[src/rtl/shared_reg_arbiter.sv]
// Round-robin arbiter that shares one DW-bit register between NREQ writers, with optional lock.
// Define HOLD_TIMEOUT_EN to force-release an ownership after MAX_HOLD consecutive grant cycles.
module shared_reg_arbiter #(
  parameter int unsigned NREQ     = 4,
  parameter int unsigned DW       = 8,
  parameter int unsigned MAX_HOLD = 16
) (
  input  logic                    clk,
  input  logic                    RESET,
  input  logic [NREQ-1:0]         req,
  input  logic [NREQ-1:0]         lock,
  input  logic [NREQ*DW-1:0]      wdata,
  output logic [NREQ-1:0]         gnt,
  output logic [$clog2(NREQ)-1:0] owner,
  output logic                    busy,
  output logic [DW-1:0]           q,
  output logic                    q_upd,
  output logic                    timeout
);

  localparam int unsigned OW = $clog2(NREQ);

  if (NREQ < 2 || MAX_HOLD < 2) begin : g_param_check
    $error("shared_reg_arbiter: NREQ and MAX_HOLD must both be >= 2");
  end

  typedef enum logic [1:0] {StIdle, StGrant, StOwn} state_e;

  state_e          state_q;
  logic [OW-1:0]   ptr_q;
  logic [OW-1:0]   win;
  logic [NREQ-1:0] win_oh;
  logic            found;
  logic [DW-1:0]   owner_data;
  logic            owner_keep;

`ifdef HOLD_TIMEOUT_EN
  localparam int unsigned HW = $clog2(MAX_HOLD + 1);
  logic [HW-1:0] hold_cnt_q;
`endif

  // First requester at or after ptr+1, wrapping modulo NREQ.
  always_comb begin
    found  = 1'b0;
    win    = '0;
    win_oh = '0;
    for (int unsigned i = 1; i <= NREQ; i++) begin
      int unsigned   idx;
      logic [OW-1:0] cand;
      idx  = (32'(ptr_q) + i) % NREQ;
      cand = OW'(idx);
      if (!found && req[cand]) begin
        found = 1'b1;
        win   = cand;
      end
    end
    win_oh[win] = 1'b1;
  end

  always_comb begin
    owner_data = '0;
    for (int unsigned i = 0; i < NREQ; i++) begin
      if (OW'(i) == owner) begin
        owner_data = wdata[i*DW +: DW];
      end
    end
  end

  assign owner_keep = req[owner] & lock[owner];
  assign busy       = (state_q != StIdle);

  always_ff @(posedge clk) begin
    if (RESET) begin
      state_q <= StIdle;
      gnt     <= '0;
      owner   <= '0;
      ptr_q   <= OW'(NREQ - 1);
      q       <= '0;
      q_upd   <= 1'b0;
`ifdef HOLD_TIMEOUT_EN
      hold_cnt_q <= '0;
      timeout    <= 1'b0;
`endif
    end else begin
      q_upd <= 1'b0;
`ifdef HOLD_TIMEOUT_EN
      timeout <= 1'b0;
`endif
      case (state_q)
        StIdle: begin
          if (found) begin
            gnt     <= win_oh;
            owner   <= win;
            ptr_q   <= win;
            state_q <= StGrant;
`ifdef HOLD_TIMEOUT_EN
            hold_cnt_q <= HW'(1);
`endif
          end
        end
        StGrant, StOwn: begin
          // The owner's write lands even on the edge that ends its ownership.
          if (req[owner]) begin
            q     <= owner_data;
            q_upd <= 1'b1;
          end
          if (owner_keep) begin
`ifdef HOLD_TIMEOUT_EN
            if (hold_cnt_q == HW'(MAX_HOLD)) begin
              state_q <= StIdle;
              gnt     <= '0;
              timeout <= 1'b1;
            end else begin
              state_q    <= StOwn;
              hold_cnt_q <= hold_cnt_q + HW'(1);
            end
`else
            state_q <= StOwn;
`endif
          end else begin
            state_q <= StIdle;
            gnt     <= '0;
          end
        end
        default: begin
          state_q <= StIdle;
          gnt     <= '0;
        end
      endcase
    end
  end

`ifndef HOLD_TIMEOUT_EN
  assign timeout = 1'b0;
`endif

endmodule
[config.mk]
export PLATFORM = sky130hd
export DESIGN_NAME = shared_reg_arbiter
export DESIGN_NICKNAME = d
export VERILOG_FILES = /design/src/rtl/shared_reg_arbiter.sv
export SDC_FILE = /design/constraint.sdc
export NUM_CORES = 1
export LEC_CHECK = 0
export BUFFER_PORTS_ARGS = -buffer_cell sky130_fd_sc_hd__buf_2
export CAP_MARGIN = 0
export CORE_MARGIN = 3
export CORE_UTILIZATION = 43
export DETAILED_ROUTE_END_ITERATION = 6
export GPL_TIMING_DRIVEN = 0
export PLACE_DENSITY = 0.78
export SLEW_MARGIN = 30
export SYNTH_ARGS = -nofsm -noshare
export SYNTH_HDL_FRONTEND = slang
export SYNTH_SLANG_ARGS = --single-unit
[constraint.sdc]
create_clock -name clk -period 2.15 [get_ports clk]
set_input_delay 0.215 -clock clk [delete_from_list [all_inputs] [get_ports clk]]
set_output_delay 0.215 -clock clk [all_outputs]
set_load 0.005 [all_outputs]
==> flow_summary.yaml, run 1 <==
synthesis:
  seq_area_frac_synth_pct: 35.8
  synthesis.nets: 149
  yosys.cell_count.top_type: "dfxtp_1"
  synth_area_leaders: "dfxtp_1, mux4_2, mux2i_1, nor2_1, o32ai_1"
  synth_xor_area_share_pct: 0
  postSynthAreaPerCell_um2: 10.1
  async_flop_share_pct: 0
  synth_commonest_cells: "dfxtp_1, mux2i_1, nor2_1"
  synth_edf_count: 0
  yosysTopAreaCell: "dfxtp_1"
  dominantRegCellSynth: "dfxtp_1"
  ys_types: 29
  synth_area_um2: 1060
  synth_top_cell_area_share_pct: 35.8
  synth_simple_gate_area_share_pct: 13.8
  synth_warnings: 0
  synthCells: 105
  synthMuxAreaShare_pct: 29.4
  synth-seq-cells: 19
  synth_compound_area_share_pct: 13.2
  synthAdderAreaFrac_pct: 2.36
  synth_top_family_by_area: "multiplexers"
sta:
  tns_ps: 0
  rsz0062_at_grt: "false"
  slew_headroom_pct: 43.2
  clock_skew_ps: 6.20
  max_freq_mhz: 563
  fin_ws_ps: 373
  finalMaxSlewViolations: 0
  post-route-period-util_pct: 82.6
  hold_violations: 0
  fin_crit_ps: 1780
  hold_ws_ps: 140
  setup_viol: 0
  tightest_slew_ps: 845
floorplan:
  fp-row-count: 17
  die_height_um: 55.7
  coreArea_um2: 2280
  dieArea_um2: 3100
  start_util_pct: 46.7
  die_w_um: 55.7
  ioPinCount: 59
setup_path:
  slowest_stage: "mux4_2"
  critical_path_required_ps: 2340
  max_stage_delay_ps: 580
  critPathArrivalTime_ps: 1970
  rrSetupSlack_ps: 370
  cp_cell_sequence: "mux4_2 -> a211o_1 -> o32ai_1"
  cp-end-kind: "flop"
  critPathMaxFanout: 4
  critical_path_class: "flop to flop"
  r2r-start: "owner[0]$_SDFFE_PP0P_"
  cp-startpoint: "owner[0]$_SDFFE_PP0P_"
  worst_setup_path_start_kind: "flop"
routing:
  via_per_inst: 5.35
  postRouteAntennaNets: 0
  drc: 0
  via_count: 1037
  drt_pre_antenna_iters: 4
  drt-initial-drc-count: 37
  finalWirelength_um: 2650
  avgRoutedWirePerCell_um: 13.7
clocking:
  cts.clk_slew.worst_paths_ps: 110
  cts_setup_buffers: 0
  numCtsBuffers: 3
  hold_buffers: 0
  htreeDepth: 1
  cts_resized: 0
  cts_tree: "built"
  cts_sinks: 19
  clkLatencyLatePin_ps: 290
  clockBufferDepth: 2
  cts-root-buf: "clkbuf_4"
place:
  portBuffers: 57
  dp_slack_ps: 394
  place_inst: 190
  gp_congestion: 0.808
  hpwl_um: 2130
final_layout:
  syn2layout_area_growth_pct: 32.6
  nNetsFinal: 211
  num-fill-cells: 195
  drive_gt1_share_pct: 44.6
  antennaDiodeCount: 0
  final_cells: 194
grt:
  grt_usage_pct: 17.1
  grt_pass1_vias: 1010
  grt_antenna_before_repair: 0
  grt_pass1_wl_um: 4360
  grt_overflow: 0
  grt_max_degree: 11
run:
  max-cap-violations: 0
power_and_ir_drop:
  p_per_area_nw_per_um2: 646
  power.static_leakage_nw: 0.665
  ir_worst_vdd_uv: 463
worst_hold_path:
  hold_start: "RESET"
  hold_class: "primary input to flop"
status:
  status: "complete, no violations"
## cell families after synthesis
| logic type | after synthesis |
|---|---|
| fa+ha+maj | 2 |
| buf+inv | 11 |
| mux | 20 |
| compound gates | 21 |
| flops | 19 |
| other cells | 1 |
| simple gates | 31 |
## stage by stage
step	total power [mW]	util, %	cell area, um^2
final	0.911	61.9	1410
after floorplan	0.630	-	1060
after global placement	0.731	60.7	1380
after detailed placement	0.742	60.7	1380
after CTS	0.915	61.9	1410
after global routing	0.972	61.9	1410
## registers in the layout, summed over array words and instances, names as in the netlist
register,flops
q,8
gnt,4
owner,2
ptr_q,2
state_q,2
q_upd,1
## placed cells by master (no fill, tap or decap), drive strengths merged
| master | count |
|---|---|
| o32ai | 4 |
| mux4 | 9 |
| o22ai | 2 |
| a22oi | 1 |
| nor2b | 2 |
| or2 | 1 |
| conb | 1 |
| nand3 | 1 |
| inv | 6 |
| a211oi | 1 |
| mux2i | 11 |
| a21o | 1 |
| nand2b | 3 |
| nand2 | 9 |
| o21ai | 3 |
| nor2 | 11 |
| nand3b | 1 |
| and3b | 1 |
| o31a | 1 |
| ha | 2 |
| o31ai | 1 |
| clkbuf | 5 |
| dfxtp | 19 |
| a21oi | 6 |
| a211o | 1 |
| buf | 61 |
| and2 | 1 |
| nor4 | 1 |
## path summary, 6_finish.rpt
path / endpoint / cells past startpoint
min reg2reg: gnt[3]$_SDFFE_PP0P_ / 2
max reg2reg: gnt[0]$_SDFFE_PP0P_ / 3
min: ptr_q[1]$_SDFFE_PP1P_ / 3
max: gnt[0]$_SDFFE_PP0P_ / 3
## routing by layer
layer	routed length, um	GRT usage [%]	share of wire (%)	vias up
met1	1140	21.7	43	480
met5	0	0	0	-
met2	1250	28.9	47	50
met3	258	6.03	9.7	0
li1	-	-	-	507
met4	0	2.08	0	0
## worst max-delay path: cells and delay by family, from the launching register on
| kind | cells | cell delay, ps |
|---|---|---|
| flip-flops | 1 | 430 |
| AO/OA/AOI/OAI | 2 | 680 |
| multiplexers | 1 | 580 |
## where the power goes
| part | total [mW] | switching (mW) | internal, mW | leakage [nW] |
|---|---|---|---|---|
| clock network | 0.177 | 0.105 | 0.0719 | 0.0150 |
| logic | 0.317 | 0.148 | 0.169 | 0.494 |
| registers | 0.417 | 0.0265 | 0.391 | 0.156 |
## layout make-up
| class | count | area, um^2 | area share [%] |
|---|---|---|---|
| buffer | 5 | 31.3 | 2.22 |
| clock buffer | 4 | 26.3 | 1.87 |
| inverter | 6 | 22.5 | 1.60 |
| multi-input combinational | 75 | 628 | 44.6 |
| sequential | 19 | 380 | 27.0 |
| tap | 28 | 35.0 | 2.49 |
| timing repair buffer | 57 | 285 | 20.2 |
(Power assumes the default switching activity.)
==> run 2, diff against run 1 <==
ABC_AREA = 1   (was default)
CORE_UTILIZATION = 42   (was 43)
PLACE_DENSITY = 0.75   (was 0.78)
clock period = 1.5 ns   (was 2.15 ns; I/O delays follow)
==> flow_summary.yaml, run 2 <==
synthesis:
  synth_area_um2: 1320
  synth_simple_gate_area_share_pct: 39.8
  synth_compound_area_share_pct: 20.6
  synth_warnings: 0
  async_flop_share_pct: 0
  synth_area_leaders: "dfxtp_1, nand2_1, a21oi_1, nand2_2, a22o_1"
  synth_top_family_by_area: "simple AND/OR/NAND/NOR gates"
  yosysTopAreaCell: "dfxtp_1"
  yosys.cell_count.top_type: "nand2_1"
  synth_edf_count: 0
  synthMuxAreaShare_pct: 0
  synthAdderAreaFrac_pct: 1.90
  ys_types: 28
  synthesis.nets: 231
  synthCells: 187
  dominantRegCellSynth: "dfxtp_1"
  postSynthAreaPerCell_um2: 7.03
  seq_area_frac_synth_pct: 28.9
  synth_xor_area_share_pct: 0
  synth_top_cell_area_share_pct: 28.9
  synth_commonest_cells: "nand2_1, a21oi_1, dfxtp_1"
  synth-seq-cells: 19
clocking:
  numCtsBuffers: 3
  clkLatencyLatePin_ps: 310
  cts-root-buf: "clkbuf_4"
  htreeDepth: 1
  cts_tree: "built"
  hold_buffers: 0
  clockBufferDepth: 2
  cts.clk_slew.worst_paths_ps: 120
  cts_sinks: 19
setup_path:
  cp-end-kind: "flop"
  r2r-start: "owner[1]$_SDFFE_PP0P_"
  worst_setup_path_start_kind: "flop"
  max_stage_delay_ps: 330
  critPathMaxFanout: 9
  rrSetupSlack_ps: -10
  r2r-end: "gnt[1]$_SDFFE_PP0P_"
  cp-startpoint: "owner[1]$_SDFFE_PP0P_"
  cp_cell_sequence: "buf_4 -> nand2_1 -> inv_4 -> nand2_2 -> nand4_4 -> nand3_4 -> nand3_4 -> nor2_4 -> nand2_1 -> a21oi_2"
  critical_path_required_ps: 1750
  critical_path_class: "flop to flop"
  r2r_cells: 10
  critPathArrivalTime_ps: 1770
  slowest_stage: "dfxtp_1"
floorplan:
  die_w_um: 62.0
  dieArea_um2: 3840
  die_height_um: 62.0
  ioPinCount: 59
  fp-row-count: 19
  coreArea_um2: 2880
  start_util_pct: 45.7
final_layout:
  nNetsFinal: 302
  final_cell_mix: "buf_2, nand2_1, nand2_2"
  reg_top3: "q (8), gnt (4)"
  final_util_pct: 67.9
  syn2layout_area_growth_pct: 48.4
  top_register: "q"
  final_common_cell: "buf_2"
  num-fill-cells: 248
  drive_gt1_share_pct: 56.0
  antennaDiodeCount: 0
  largest_reg_flops: 8
  final_cells: 299
routing:
  postRouteAntennaNets: 0
  finalWirelength_um: 3600
  via_per_inst: 4.97
  drt_pre_antenna_iters: 4
  drc: 0
  avgRoutedWirePerCell_um: 12.1
  drt-initial-drc-count: 29
  via_count: 1487
worst_hold_path:
  hold_path_end: "q[0]$_SDFFE_PP0P_"
  hold_class: "primary input to flop"
  hold_depth: 2
  hold_start: "RESET"
run:
  max-cap-violations: 0
sta:
  slew_headroom_pct: 61.0
  hold_violations: 0
  setup_viol: 2
  post-route-period-util_pct: 101
  fin_crit_ps: 1510
  rsz0062_at_grt: "true"
  tightest_slew_ps: 586
  fin_ws_ps: -14.6
  max_freq_mhz: 660
  hold_ws_ps: 96.4
  finalMaxSlewViolations: 0
  clock_skew_ps: 7.34
power_and_ir_drop:
  power_frac_comb_pct: 71.5
  power.share.sequential_pct: 21.1
  power.static_leakage_nw: 0.978
  p_per_area_nw_per_um2: 1920
  fin_total_pwr_mw: 3.75
  ir_worst_vdd_uv: 772
  p_sw_share_pct: 49.9
  p_clk_share_pct: 7.3
  power.internal_mw: 1.88
  p_sw_mw: 1.87
grt:
  grt_usage_pct: 19.5
  grt_pass1_wl_um: 5670
  grt_pass1_vias: 1343
  grt_overflow: 0
  grt_antenna_before_repair: 0
  grt_max_degree: 12
place:
  gp_congestion: 0.774
  hpwl_um: 2540
  portBuffers: 57
  place_inst: 286
  dp_slack_ps: -169
status:
  violations: "negative setup slack"
  status: "finished with violations"
## run 2: cell count changes after synthesis, moves of 5 or more
| cell | before | now |
|---|---|---|
| a21oi_1 | 6 | 20 |
| nand2_2 | 0 | 13 |
| nand3_1 | 1 | 9 |
| nor2_1 | 11 | 3 |
| a211oi_1 | 1 | 6 |
| a22o_1 | 0 | 6 |
| mux2i_1 | 11 | 0 |
| inv_2 | 0 | 6 |
| mux4_2 | 9 | 0 |
| nand2_1 | 9 | 59 |
## run 2: layer usage
layer	vias up	GRT usage, %	routed length [um]
li1	766	-	-
met1	669	25.1	1530
met2	48	32.8	1800
met3	4	5.17	253
met4	0	3.64	25
met5	-	0	0
## run 2: cell families (layout without fill, tap and decap cells)
logic type                 count (synthesis)  count (layout)
buffers and inverters                     24              94
adders and majority gates                  2               2
other                                      1               1
AOI/OAI and AO/OA                         41              41
DFF                                       19              19
and+or+nand+nor                          100             100
## run 2: per-stage QoR
stage / TNS [ps] / instance area (um^2)
floorplan: 0 / 1320
global placement: -1630 / 1650
detailed placement: -1890 / 1650
CTS: -4.09 / 1810
global route: -1040 / 1950
finish: -16.6 / 1950
## run 2: critical path: cells and delay by family, from the launching register on
kind,cells,cell delay [ps]
buffers and inverters,2,250
flip-flops,1,330
AO/OA/AOI/OAI,1,120
AND/OR/NAND/NOR,7,750
## run 2: layout make-up
| cell class | count | area, um^2 | area share (%) |
|---|---|---|---|
| Tap cell | 42 | 52.6 | 2.69 |
| Inverter | 18 | 83.8 | 4.29 |
| Sequential cell | 19 | 387 | 19.8 |
| Clock inverter | 1 | 5.00 | 0.256 |
| Clock buffer | 3 | 22.5 | 1.15 |
| Multi-Input combinational cell | 144 | 1000 | 51.2 |
| Timing Repair Buffer | 67 | 360 | 18.5 |
| Buffer | 5 | 41.3 | 2.12 |
## run 2: how the worst max path moves through the flow
| stage | endpoint | slack, ps | cells past startpoint |
|---|---|---|---|
| 2_1_floorplan | gnt[2]$_SDFFE_PP0P_ | 90 | 10 |
| 3_3_place_gp | gnt[1]$_SDFFE_PP0P_ | -150 | 10 |
| 3_5_place_dp | q[6]$_SDFFE_PP0P_ | -170 | 8 |
| 4_1_cts | gnt[0]$_SDFFE_PP0P_ | -3 | 11 |
| 5_1_grt | gnt[1]$_SDFFE_PP0P_ | -150 | 12 |
| 6_report | gnt[1]$_SDFFE_PP0P_ | -10 | 10 |
## run 2: power by group through the flow
stage	sequential (mW)	clock, mW	combinational (mW)
floorplan	0.779	0	1.51
global placement	0.769	0	1.97
detailed placement	0.772	0	1.99
CTS	0.779	0.266	2.26
global route	0.810	0.289	2.98
finish	0.791	0.274	2.68
## run 2: timing repair
action | CTS | global route
endpoints found under the setup margin | 18 | 16
resized for setup | 21 | 35
pin swaps | 16 | 15
buffers inserted | 9 | 1
==> run 3, diff against run 2 <==
PLACE_DENSITY = 0.86   (was 0.75)
==> flow_summary.yaml, run 3 (synthesized netlist as in run 2, its figures left out) <==
final_layout:
  reg_top3: "q (8), gnt (4)"
  final_common_cell: "buf_2"
  syn2layout_area_growth_pct: 47.8
  top_register: "q"
  drive_gt1_share_pct: 56.6
  final_area_um2: 1940
  antennaDiodeCount: 0
  num-fill-cells: 236
  final_cell_mix: "buf_2, nand2_1, nand2_2"
  nNetsFinal: 303
  largest_reg_flops: 8
place:
  gp_congestion: 0.801
  dp_slack_ps: -111
  hpwl_um: 2650
  portBuffers: 57
  placed_area_um2: 1650
sta:
  tns_ps: -152
  setup_viol: 6
  fin_crit_ps: 1540
  slew_headroom_pct: 62.7
  rsz0062_at_grt: "true"
  fin_ws_ps: -39.7
  hold_violations: 0
  hold_ws_ps: 72.5
  clock_skew_ps: 14.9
  tightest_slew_ps: 559
  max_freq_mhz: 649
  post-route-period-util_pct: 103
  finalMaxSlewViolations: 0
setup_path:
  critPathArrivalTime_ps: 1750
  slowest_stage: "dfxtp_2"
  critPathMaxFanout: 8
  path_depth: 12
  path_buf_inv: 3
  crit_top_cell: "nand2_2"
  critical_path_required_ps: 1710
  critical_path_class: "flop to flop"
  cp-end-kind: "flop"
  worst_setup_path_start_kind: "flop"
  max_stage_delay_ps: 350
  crit_family: "simple AND/OR/NAND/NOR gates"
  cp_cell_sequence: "buf_8 -> inv_8 -> nand2_4 -> nand2_2 -> nand2_2 -> nand2_4 -> nor2_8 -> nand3_4 -> nand2_2 -> inv_2 -> nand2_1 -> o211ai_1"
  r2r_cells: 12
grt:
  grt_antenna_before_repair: 0
  grt_pass1_wl_um: 5880
  grt_overflow: 0
  grt_pass1_vias: 1438
  grt_max_degree: 13
  grt_usage_pct: 20.4
clocking:
  clockBufferDepth: 2
  cts_sinks: 19
  cts-root-buf: "clkbuf_4"
  cts_tree: "built"
  cts.clk_slew.worst_paths_ps: 130
  clkLatencyLatePin_ps: 330
  htreeDepth: 1
  numCtsBuffers: 3
power_and_ir_drop:
  p_per_area_nw_per_um2: 1910
  p_sw_share_pct: 49.9
  fin_total_pwr_mw: 3.71
  p_clk_share_pct: 7.8
  power.share.sequential_pct: 21.3
  power.static_leakage_nw: 0.958
  ir_worst_vdd_uv: 911
  p_sw_mw: 1.85
  power_frac_comb_pct: 70.9
  power.internal_mw: 1.86
routing:
  postRouteAntennaNets: 0
  via_count: 1523
  via_per_inst: 5.08
  drt-initial-drc-count: 46
  finalWirelength_um: 4000
  drc: 0
  drt_pre_antenna_iters: 4
  avgRoutedWirePerCell_um: 13.3
status:
  violations: "negative setup slack"
  status: "finished with violations"
run:
  max-cap-violations: 0
floorplan:
  dieArea_um2: 3840
  start_util_pct: 45.7
  fp-row-count: 19
  die_w_um: 62.0
  coreArea_um2: 2880
  die_height_um: 62.0
  ioPinCount: 59
worst_hold_path:
  hold_class: "primary input to flop"
  hold_depth: 2
## run 3: changes by cell type in the layout (fill, tap and decap cells not counted), moves of 2 or more
cell,previous run,this run
nand3_1,6,8
nand2_2,21,27
a21oi_2,5,9
nand2_4,11,4
inv_4,3,1
a21oi_1,19,15
## run 3: metrics by stage
stage,instances,utilization [%]
after floorplan,187,-
after detailed placement,286,57.5
after CTS,296,61.9
after global routing,300,67.6
after global placement,286,57.5
final,300,67.6
## run 3: power by group through the flow
stage               Combinational [mW]  Clock, mW  Sequential [mW]
floorplan                         1.51          0            0.779
global placement                  1.94          0            0.766
detailed placement                1.98          0            0.776
CTS                               2.19      0.287            0.776
global route                      2.87      0.300            0.805
finish                            2.63      0.289            0.789
## run 3: final timing paths
kind | slack, ps | start | end
worst max register to register | -40 | ptr_q[0]$_SDFFE_PP1P_ | ptr_q[0]$_SDFFE_PP1P_
worst max-delay path | -40 | ptr_q[0]$_SDFFE_PP1P_ | ptr_q[0]$_SDFFE_PP1P_
worst min-delay path | 70 | RESET | q[2]$_SDFFE_PP0P_
worst min register to register | 470 | gnt[3]$_SDFFE_PP0P_ | gnt[3]$_SDFFE_PP0P_
## run 3: what timing repair did
item	in CTS	in global routing
buffers inserted	7	4
gates resized for setup	16	34
setup endpoints to repair	17	17
hold buffers	0	0
pin swaps	14	13
endpoints found under the hold margin	0	0
## run 3: cell type report
| class | count | area [um^2] | area share, % |
|---|---|---|---|
| Inverter | 18 | 78.8 | 4.06 |
| Tap cell | 42 | 52.6 | 2.70 |
| Clock inverter | 1 | 7.51 | 0.386 |
| Timing Repair Buffer | 68 | 380 | 19.6 |
| Sequential cell | 19 | 388 | 20.0 |
| Buffer | 5 | 48.8 | 2.51 |
| Clock buffer | 3 | 22.5 | 1.16 |
| Multi-Input combinational cell | 144 | 965 | 49.6 |
## run 3: metal layers
metal	wire, um	up-vias	part of all wire [%]	global-route usage [%]
li1	-	762	-	-
met1	1590	686	40	23.1
met5	0	-	0	0
met3	266	7	6.7	4.55
met2	2060	68	51	35.9
met4	82	0	2.1	9.39
